**config.mk**
```make
export PLATFORM = sky130hd
export DESIGN_NAME = uart_tx_fifo
export DESIGN_NICKNAME = d
export VERILOG_FILES = /design/src/rtl/uart_tx_fifo.sv
export SDC_FILE = /design/constraint.sdc
export NUM_CORES = 1
export LEC_CHECK = 0
export CAP_MARGIN = 5
export CORE_UTILIZATION = 39
export CTS_CLUSTER_SIZE = 10
export DETAILED_ROUTE_END_ITERATION = 16
export GPL_TIMING_DRIVEN = 0
export PLACE_DENSITY = 0.62
export SYNTH_ARGS = -nofsm -noshare
export SYNTH_HDL_FRONTEND = slang
export SYNTH_SLANG_ARGS = --single-unit
```
**constraint.sdc**
```tcl
create_clock -name i_clk -period 1.7 [get_ports i_clk]
set_input_delay 0.34 -clock i_clk [delete_from_list [all_inputs] [get_ports i_clk]]
set_output_delay 0.34 -clock i_clk [all_outputs]
set_load 0.03 [all_outputs]
```
**src/rtl/uart_tx_fifo.sv**
```systemverilog
// rtl/uart_tx_fifo.sv - drains the TX FIFO and serializes each entry as an 8N1 UART frame

module uart_tx_fifo #(
    parameter int DATA_WIDTH   = 8,
    parameter int CLKS_PER_BIT = 868,
    parameter int STOP_BITS    = 1
) (
    input  logic                  i_clk,
    input  logic                  i_rst,
    input  logic                  i_enable,
    input  logic [DATA_WIDTH-1:0] i_fifo_data,
    input  logic                  i_fifo_empty,
    output logic                  o_fifo_read_en,
    output logic                  o_tx,
    output logic                  o_busy,
    output logic                  o_done
);

    localparam int CNT_W = (CLKS_PER_BIT > 1) ? $clog2(CLKS_PER_BIT) : 1;

    typedef enum logic [2:0] {
        S_IDLE,
        S_REQ,
        S_WAIT,
        S_START,
        S_DATA,
        S_STOP
    } state_t;

    state_t             state;
    state_t             state_nxt;
    logic [CNT_W-1:0]   baud_cnt;
    logic [CNT_W-1:0]   baud_cnt_nxt;
    logic [2:0]         bit_idx;
    logic [2:0]         bit_idx_nxt;
    logic [7:0]         shift_reg;
    logic [7:0]         shift_reg_nxt;
    logic               tx_nxt;
    logic               read_en_nxt;
    logic               done_nxt;
    logic               bit_end;

    // Only the low byte is sent; the rest of the FIFO word is deliberately dropped.
    logic               unused_fifo_bits;
    assign unused_fifo_bits = ^i_fifo_data;

    assign bit_end = (baud_cnt == CNT_W'(CLKS_PER_BIT - 1));

    always_ff @(posedge i_clk or posedge i_rst) begin
        if (i_rst) begin
            state          <= S_IDLE;
            baud_cnt       <= '0;
            bit_idx        <= '0;
            shift_reg      <= '0;
            o_tx           <= 1'b1;
            o_fifo_read_en <= 1'b0;
            o_busy         <= 1'b0;
            o_done         <= 1'b0;
        end else begin
            state          <= state_nxt;
            baud_cnt       <= baud_cnt_nxt;
            bit_idx        <= bit_idx_nxt;
            shift_reg      <= shift_reg_nxt;
            o_tx           <= tx_nxt;
            o_fifo_read_en <= read_en_nxt;
            o_busy         <= (state_nxt != S_IDLE);
            o_done         <= done_nxt;
        end
    end

    // i_enable is only looked at in IDLE; once popped, a byte is always sent.
    always_comb begin
        state_nxt = state;
        case (state)
            S_IDLE:  if (i_enable && !i_fifo_empty) state_nxt = S_REQ;
            S_REQ:   state_nxt = S_WAIT;
            S_WAIT:  state_nxt = S_START;
            S_START: if (bit_end) state_nxt = S_DATA;
            S_DATA:  if (bit_end && bit_idx == 3'd7) state_nxt = S_STOP;
            S_STOP:  if (bit_end && bit_idx == 3'(STOP_BITS - 1)) state_nxt = S_IDLE;
            default: state_nxt = S_IDLE;
        endcase
    end

    always_comb begin
        tx_nxt        = o_tx;
        read_en_nxt   = 1'b0;
        done_nxt      = 1'b0;
        bit_idx_nxt   = bit_idx;
        shift_reg_nxt = shift_reg;
        baud_cnt_nxt  = '0;
        if (state == S_START || state == S_DATA || state == S_STOP) begin
            baud_cnt_nxt = bit_end ? '0 : baud_cnt + CNT_W'(1);
        end
        case (state)
            S_IDLE: begin
                tx_nxt      = 1'b1;
                read_en_nxt = (state_nxt == S_REQ);
            end
            S_REQ: begin
                tx_nxt = 1'b1;
            end
            S_WAIT: begin
                shift_reg_nxt = i_fifo_data[7:0];
                bit_idx_nxt   = '0;
                tx_nxt        = 1'b0;
            end
            S_START: begin
                if (bit_end) tx_nxt = shift_reg[0];
            end
            S_DATA: begin
                if (bit_end) begin
                    if (bit_idx == 3'd7) begin
                        bit_idx_nxt = '0;
                        tx_nxt      = 1'b1;
                    end else begin
                        bit_idx_nxt   = bit_idx + 3'd1;
                        shift_reg_nxt = {1'b0, shift_reg[7:1]};
                        tx_nxt        = shift_reg[1];
                    end
                end
            end
            S_STOP: begin
                tx_nxt = 1'b1;
                // bit_idx is reused to count stop bits.
                if (bit_end) begin
                    if (bit_idx == 3'(STOP_BITS - 1)) begin
                        bit_idx_nxt = '0;
                        done_nxt    = 1'b1;
                    end else begin
                        bit_idx_nxt = bit_idx + 3'd1;
                    end
                end
            end
            default: tx_nxt = 1'b1;
        endcase
    end

endmodule
```
==> results of run 1 <==
[where the power goes]
| group | switching [mW] | internal, mW |
|---|---|---|
| combinational | 0.0215 | 0.0403 |
| clock | 0.193 | 0.207 |
| sequential | 0.00532 | 0.675 |
[how the worst max path moves through the flow]
stage                              end
after detailed placement    bit_idx[1]
after global placement    shift_reg[4]
after global routing        bit_idx[1]
after floorplan           shift_reg[0]
final                     shift_reg[3]
after CTS                 shift_reg[4]
[layer usage]
layer  up-vias  GRT usage [%]
met3         2           3.75
met2        12           24.9
met1       514           18.3
met5         -              0
met4         0           2.56
li1        525              -
[repair_timing]
action,4_1_cts,5_1_grt
pin swaps,2,2
resized for setup,8,16
hold buffers,0,0
endpoints found under the setup margin,24,18
setup buffers,2,3
[cells by family after synthesis]
logic type      synth area share [%]
compound gates                  8.06
xor+xnor                        4.70
fa+ha+maj                       3.36
buf+inv                         3.61
flops                           47.1
mux                             12.7
simple gates                    20.5
[Yosys cell counts, drive strengths merged, types with 4 or more instances]
master / instances
buf: 5
dfrtp: 27
ha: 4
inv: 6
mux2: 15
nand2: 6
nand3: 5
nor2: 15
nor2b: 5
nor3: 5
nor4: 4
o21ai: 4
xnor2: 6
[stage by stage]
step | instances | cell area [um^2]
global route | 208 | 1880
floorplan | 136 | 1490
finish | 208 | 1880
CTS | 205 | 1790
global placement | 199 | 1700
detailed placement | 199 | 1700
[layout make-up]
class                           count  area (um^2)
Sequential cell                    28          703
Timing Repair Buffer               20          199
Fill cell                         323         1780
Inverter                            6         22.5
Buffer                              6         50.0
Clock buffer                        4         55.1
Multi-Input combinational cell     96          795
Tap cell                           48         60.1
[worst reg2reg max path: cells and delay by family (launching register included)]
| family | cells | cell delay, ns |
|---|---|---|
| buf+inv | 2 | 0.30 |
| flops | 1 | 0.41 |
| simple gates | 2 | 0.27 |
| mux | 2 | 0.57 |
==> flow_summary_export.csv, run 1 <==
group,metric,value,unit
outcome,status,"finished, final reports clean",
worst_hold_path,min_path_cells,1,
logic_synthesis,synth.largest_area_cell,"dfrtp_1",
critical_path,cp_max_fo,8,
route,route.met2.wl,1.34,mm
worst_hold_path,min_from,"shift_reg[6]",
power,peakVddDrop,0.620,mV
finish,finalNetCount,177,
timing,fin_ws,0.0482,ns
critical_path,path_depth,6,
critical_path,critical_path.slowest_cell,"dfrtp_2",
placement,post-place-ws,-0.110,ns
finish,fin_util,51.5,%
floorplanning,ioPinCount,16,
critical_path,rrSetupSlack,0.05,ns
logic_synthesis,ys_seq_area_share,47.1,%
floorplanning,initial_core_util,40.7,%
critical_path,crit_buf_inv,2,
critical_path,critPathTopFamily,"multiplexers",
timing,hold_viol,0,
power,p_per_area,606,mW/mm^2
logic_synthesis,syn_inst,136,
cts,clock_latency,0.27,ns
cts,clkSlewWorstSetupHoldPaths,0.09,ns
logic_synthesis,netlist.area_leader.share,45.3,%
timing,finalSetupTns,0,ns
timing,hold_ws,0.512,ns
timing,maxSlewHeadroom,30.5,%
worst_hold_path,hp-class,"reg2reg",
placement,dp_hpwl,1.93,mm
cts,clock_path_buffers,2,
critical_path,cp_slowest_stage_delay,0.41,ns
global_routing,overflow,0,
timing,rsz0062_at_grt,"yes",
placement,gp_congestion,0.792,
timing,drv_slew,0,
floorplanning,fp-row-count,22,
route,top_layer_used,"met4",
route,wl_per_cell,13.0,um
global_routing,first_global_vias,1048,
critical_path,crit_chain,"nand2b_1, buf_6, nor2_4, buf_12, mux2_1, mux2_2",
timing,fmax,0.605,GHz
route,viasPerCell,5.06,
critical_path,crit_path_start_kind,"register",
critical_path,startpoint,"state[1]",
route,drc,0,
placement,port_buffers,15,
cts,cts_sinks,28,
finish,mostFrequentLayoutCell,"dfrtp_1",
route,wl_met1,1.29,mm
global_routing,grtUsageTotal,14.4,%
floorplanning,die-area,0.00407,mm^2
critical_path,cp.arrival,1.81,ns
global_routing,grt_max_degree,29,
logic_synthesis,syn-mean-instance-area,11.0,um^2
cts,cts_made_buffers,3,
timing,tightest_slew,1.04,ns
route,routed_wl,2.71,mm
logic_synthesis,yosysWarnings,0,
route,drtIter0Drc,34,
finish,area_delta_synth_final,26.4,%
power,p_leak,0.765,nW
timing,fin_skew,0.0109,ns
logic_synthesis,synthTopCellsByArea,"dfrtp_1 45%, mux2_1 6.0%, mux2_2 5.3%",
logic_synthesis,synth_area,0.00149,mm^2
timing,fin_crit_sh,97.2,%
cts,cts_root_buf,"clkbuf_8",
logic_synthesis,synthFlopType,"dfrtp_1",
route,drt-pass1-iter-count,4,
finish,drive_gt1_share,25.6,%
worst_hold_path,min_to,"shift_reg[6]",
route,ant_nets,0,
logic_synthesis,synthArstFlopShare,100,%
critical_path,reg2reg_to,"shift_reg[3]",
global_routing,grt_pass1_wl,4.55,mm
critical_path,worstReg2RegStart,"state[1]",
critical_path,critPathRequiredTime,1.86,ns
critical_path,crit_path_end_kind,"register",
power,power,1.14,mW
critical_path,worstRegToRegCells,6,
cts,cts-htree-levels,1,
logic_synthesis,yosysUniqueCellTypes,39,
logic_synthesis,synth_nets,152,
route,num_vias,1053,
finish,diodes,0,
finish,mostFrequentLayoutCells,"26 x dfrtp_1, 14 x clkdlybuf4s50_1, 12 x nor2_1",
critical_path,criticalPathCategory,"reg2reg",
flow_run,max-cap-violations,0,
cts,cts_tree,"done",
floorplanning,die_h,63.8,um
timing,finalCriticalPeriod,1.65,ns
global_routing,antenna_found_initial,0,
timing,setup-violations-final,0,
logic_synthesis,synth_edf_count,0,
finish,largest_reg_flops,10,
logic_synthesis,ys_ff_latch,28,
floorplanning,core,0.00366,mm^2
route,wl_met3,71,um
floorplanning,dieWidth,63.8,um
No activity file was read; power rests on OpenSTA's default activity.
==> run 2, diff against run 1 <==
--- a/config.mk
+++ b/config.mk
@@ -5,7 +5,7 @@
 export SDC_FILE = /design/constraint.sdc
 export NUM_CORES = 1
 export LEC_CHECK = 0
-export CAP_MARGIN = 5
+export CORE_MARGIN = 4
 export CORE_UTILIZATION = 39
 export CTS_CLUSTER_SIZE = 10
 export DETAILED_ROUTE_END_ITERATION = 16
==> run 2 against run 1 <==
Effect of this change:
- hold slack lost 0.0073 ns
- fmax shrank 1.5%
- largest power group unchanged
- via count grew 0.66%
- global-route usage down 2.2 points
- combinational power shrank 3.2%
- sequential power about the same
- critical path depth is 1 lower
- clock skew shrank 0.0071 ns
- clock power grew 28%
- first-iteration DRC count rose to 4.0 times the previous value
==> flow_summary_export.csv, run 2 (synthesized netlist as in run 1, its figures left out) <==
group,metric,value,unit
critical_path,crit_chain,"ha_4, nand4bb_4, nor3b_2, a211oi_1, a221oi_1",
placement,placed_area,0.00170,mm^2
cts,cts_root_buf,"clkbuf_8",
floorplanning,ioPinCount,16,
critical_path,worstReg2RegStart,"baud_cnt[1]",
power,p_leak,0.761,nW
critical_path,crit_path_end_kind,"register",
floorplanning,core,0.00369,mm^2
critical_path,critPathCapture,"bit_idx[2]",
finish,mostFrequentLayoutCells,"26 x dfrtp_1, 14 x clkdlybuf4s50_1, 12 x nor2_1",
timing,hold_viol,0,
floorplanning,die_h,69.8,um
critical_path,worstRegToRegCells,5,
timing,drv_slew,0,
global_routing,antenna_found_initial,0,
critical_path,path_depth,5,
power,p_per_area,673,mW/mm^2
timing,rsz0062_at_grt,"yes",
placement,dpl.cell_count,199,
global_routing,grt_use_met1,15.6,%
global_routing,grt_max_degree,29,
cts,cts-htree-levels,1,
critical_path,critPathRequiredTime,1.86,ns
route,ant_nets,0,
timing,hold_ws,0.505,ns
critical_path,critical_path.slowest_cell,"nor3b_2",
cts,cts_sinks,28,
critical_path,crit_path_start_kind,"register",
route,wl_per_cell,13.4,um
cts,cts_tree,"done",
placement,post-place-ws,-0.0848,ns
route,num_vias,1060,
cts,clock_latency,0.27,ns
critical_path,criticalPathCategory,"reg2reg",
timing,finalCriticalPeriod,1.68,ns
finish,area_delta_synth_final,24.9,%
critical_path,reg2reg_to,"bit_idx[2]",
timing,fin_skew,0.00378,ns
finish,fin_cells,207,
floorplanning,die-area,0.00487,mm^2
outcome,status,"finished, final reports clean",
worst_hold_path,hp-class,"reg2reg",
route,routed_wl,2.76,mm
critical_path,rrSetupSlack,0.02,ns
critical_path,startpoint,"baud_cnt[1]",
cts,clkSlewWorstSetupHoldPaths,0.09,ns
global_routing,grtUsageTotal,12.2,%
global_routing,met2_usage,20.5,%
timing,fin_ws,0.0224,ns
global_routing,top_usage_layer,"met2",
global_routing,grtUsageMet3,3.48,%
cts,ctsHoldBuffers,0,
floorplanning,fp-row-count,22,
critical_path,cp_slowest_stage_delay,0.44,ns
floorplanning,dieWidth,69.8,um
route,viasPerCell,5.12,
route,drc,0,
flow_run,max-cap-violations,0,
timing,tightest_slew,1.05,ns
route,drt-pass1-iter-count,4,
global_routing,first_global_vias,1067,
placement,gp_congestion,0.876,
timing,fmax,0.596,GHz
power,peakVddDrop,0.443,mV
finish,final_area,0.00186,mm^2
timing,fin_crit_sh,98.7,%
floorplanning,initial_core_util,40.4,%
global_routing,grt_pass1_wl,4.94,mm
placement,dp_hpwl,1.99,mm
finish,drive_gt1_share,23.9,%
global_routing,overflow,0,
finish,diodes,0,
timing,setup-violations-final,0,
finish,mostFrequentLayoutCell,"dfrtp_1",
critical_path,cp_max_fo,7,
critical_path,critPathTopFamily,"simple AND/OR/NAND/NOR gates",
finish,largest_reg_flops,10,
cts,cts_made_buffers,3,
route,drtIter0Drc,137,
power,power,1.25,mW
timing,maxSlewHeadroom,30.1,%
cts,clock_path_buffers,2,
finish,finalNetCount,176,
placement,port_buffers,15,
critical_path,crit_buf_inv,0,
critical_path,cp.arrival,1.84,ns
-- run 2: final cells by class --
type	instances	area [um^2]
tap	48	60.1
inverter	6	22.5
buffer	6	47.5
multi-input combinational	96	778
sequential	28	703
fill	353	1830
clock buffer	3	41.3
clock inverter	1	30.0
timing repair buffer	19	179
-- run 2: timing repair --
item,4_1_cts,5_1_grt
setup endpoints to repair,25,17
setup buffers,2,2
pin swaps,2,3
gates cloned,0,0
resized for setup,8,12
-- run 2: worst min path at each step --
stage	start	to	slack [ns]	cells after the start
global route	shift_reg[7]	shift_reg[7]	0.54	1
CTS	shift_reg[7]	shift_reg[7]	0.52	1
floorplan	i_rst	baud_cnt[0]	0.40	1
detailed placement	baud_cnt[0]	baud_cnt[0]	0.49	1
finish	shift_reg[7]	shift_reg[7]	0.50	1
global placement	shift_reg[7]	shift_reg[7]	0.46	1
-- run 2: through the flow --
step / util [%] / setup TNS (ns)
final: 50.5 / 0
after global routing: 50.5 / -0.450
after CTS: 49.1 / 0
after detailed placement: 46.1 / -0.942
after global placement: 46.1 / -0.605
after floorplan: - / 0
-- run 2: worst register-to-register path, cell delays in order (launching register included) --
cell and delay, ns:
dfrtp_1 0.43, ha_4 0.18, nand4bb_4 0.12, nor3b_2 0.44, a211oi_1 0.15, a221oi_1 0.26
-- run 2: routing by layer --
metal,vias to the layer above,part of all wire [%]
li1,519,-
met1,524,44
met2,15,51
met3,2,3.3
met4,0,0.72
met5,-,0
-- run 2: power by group --
group          internal, mW  switching, mW
clock network         0.315          0.198
logic                0.0384         0.0213
registers             0.675        0.00554
total                  1.03          0.225
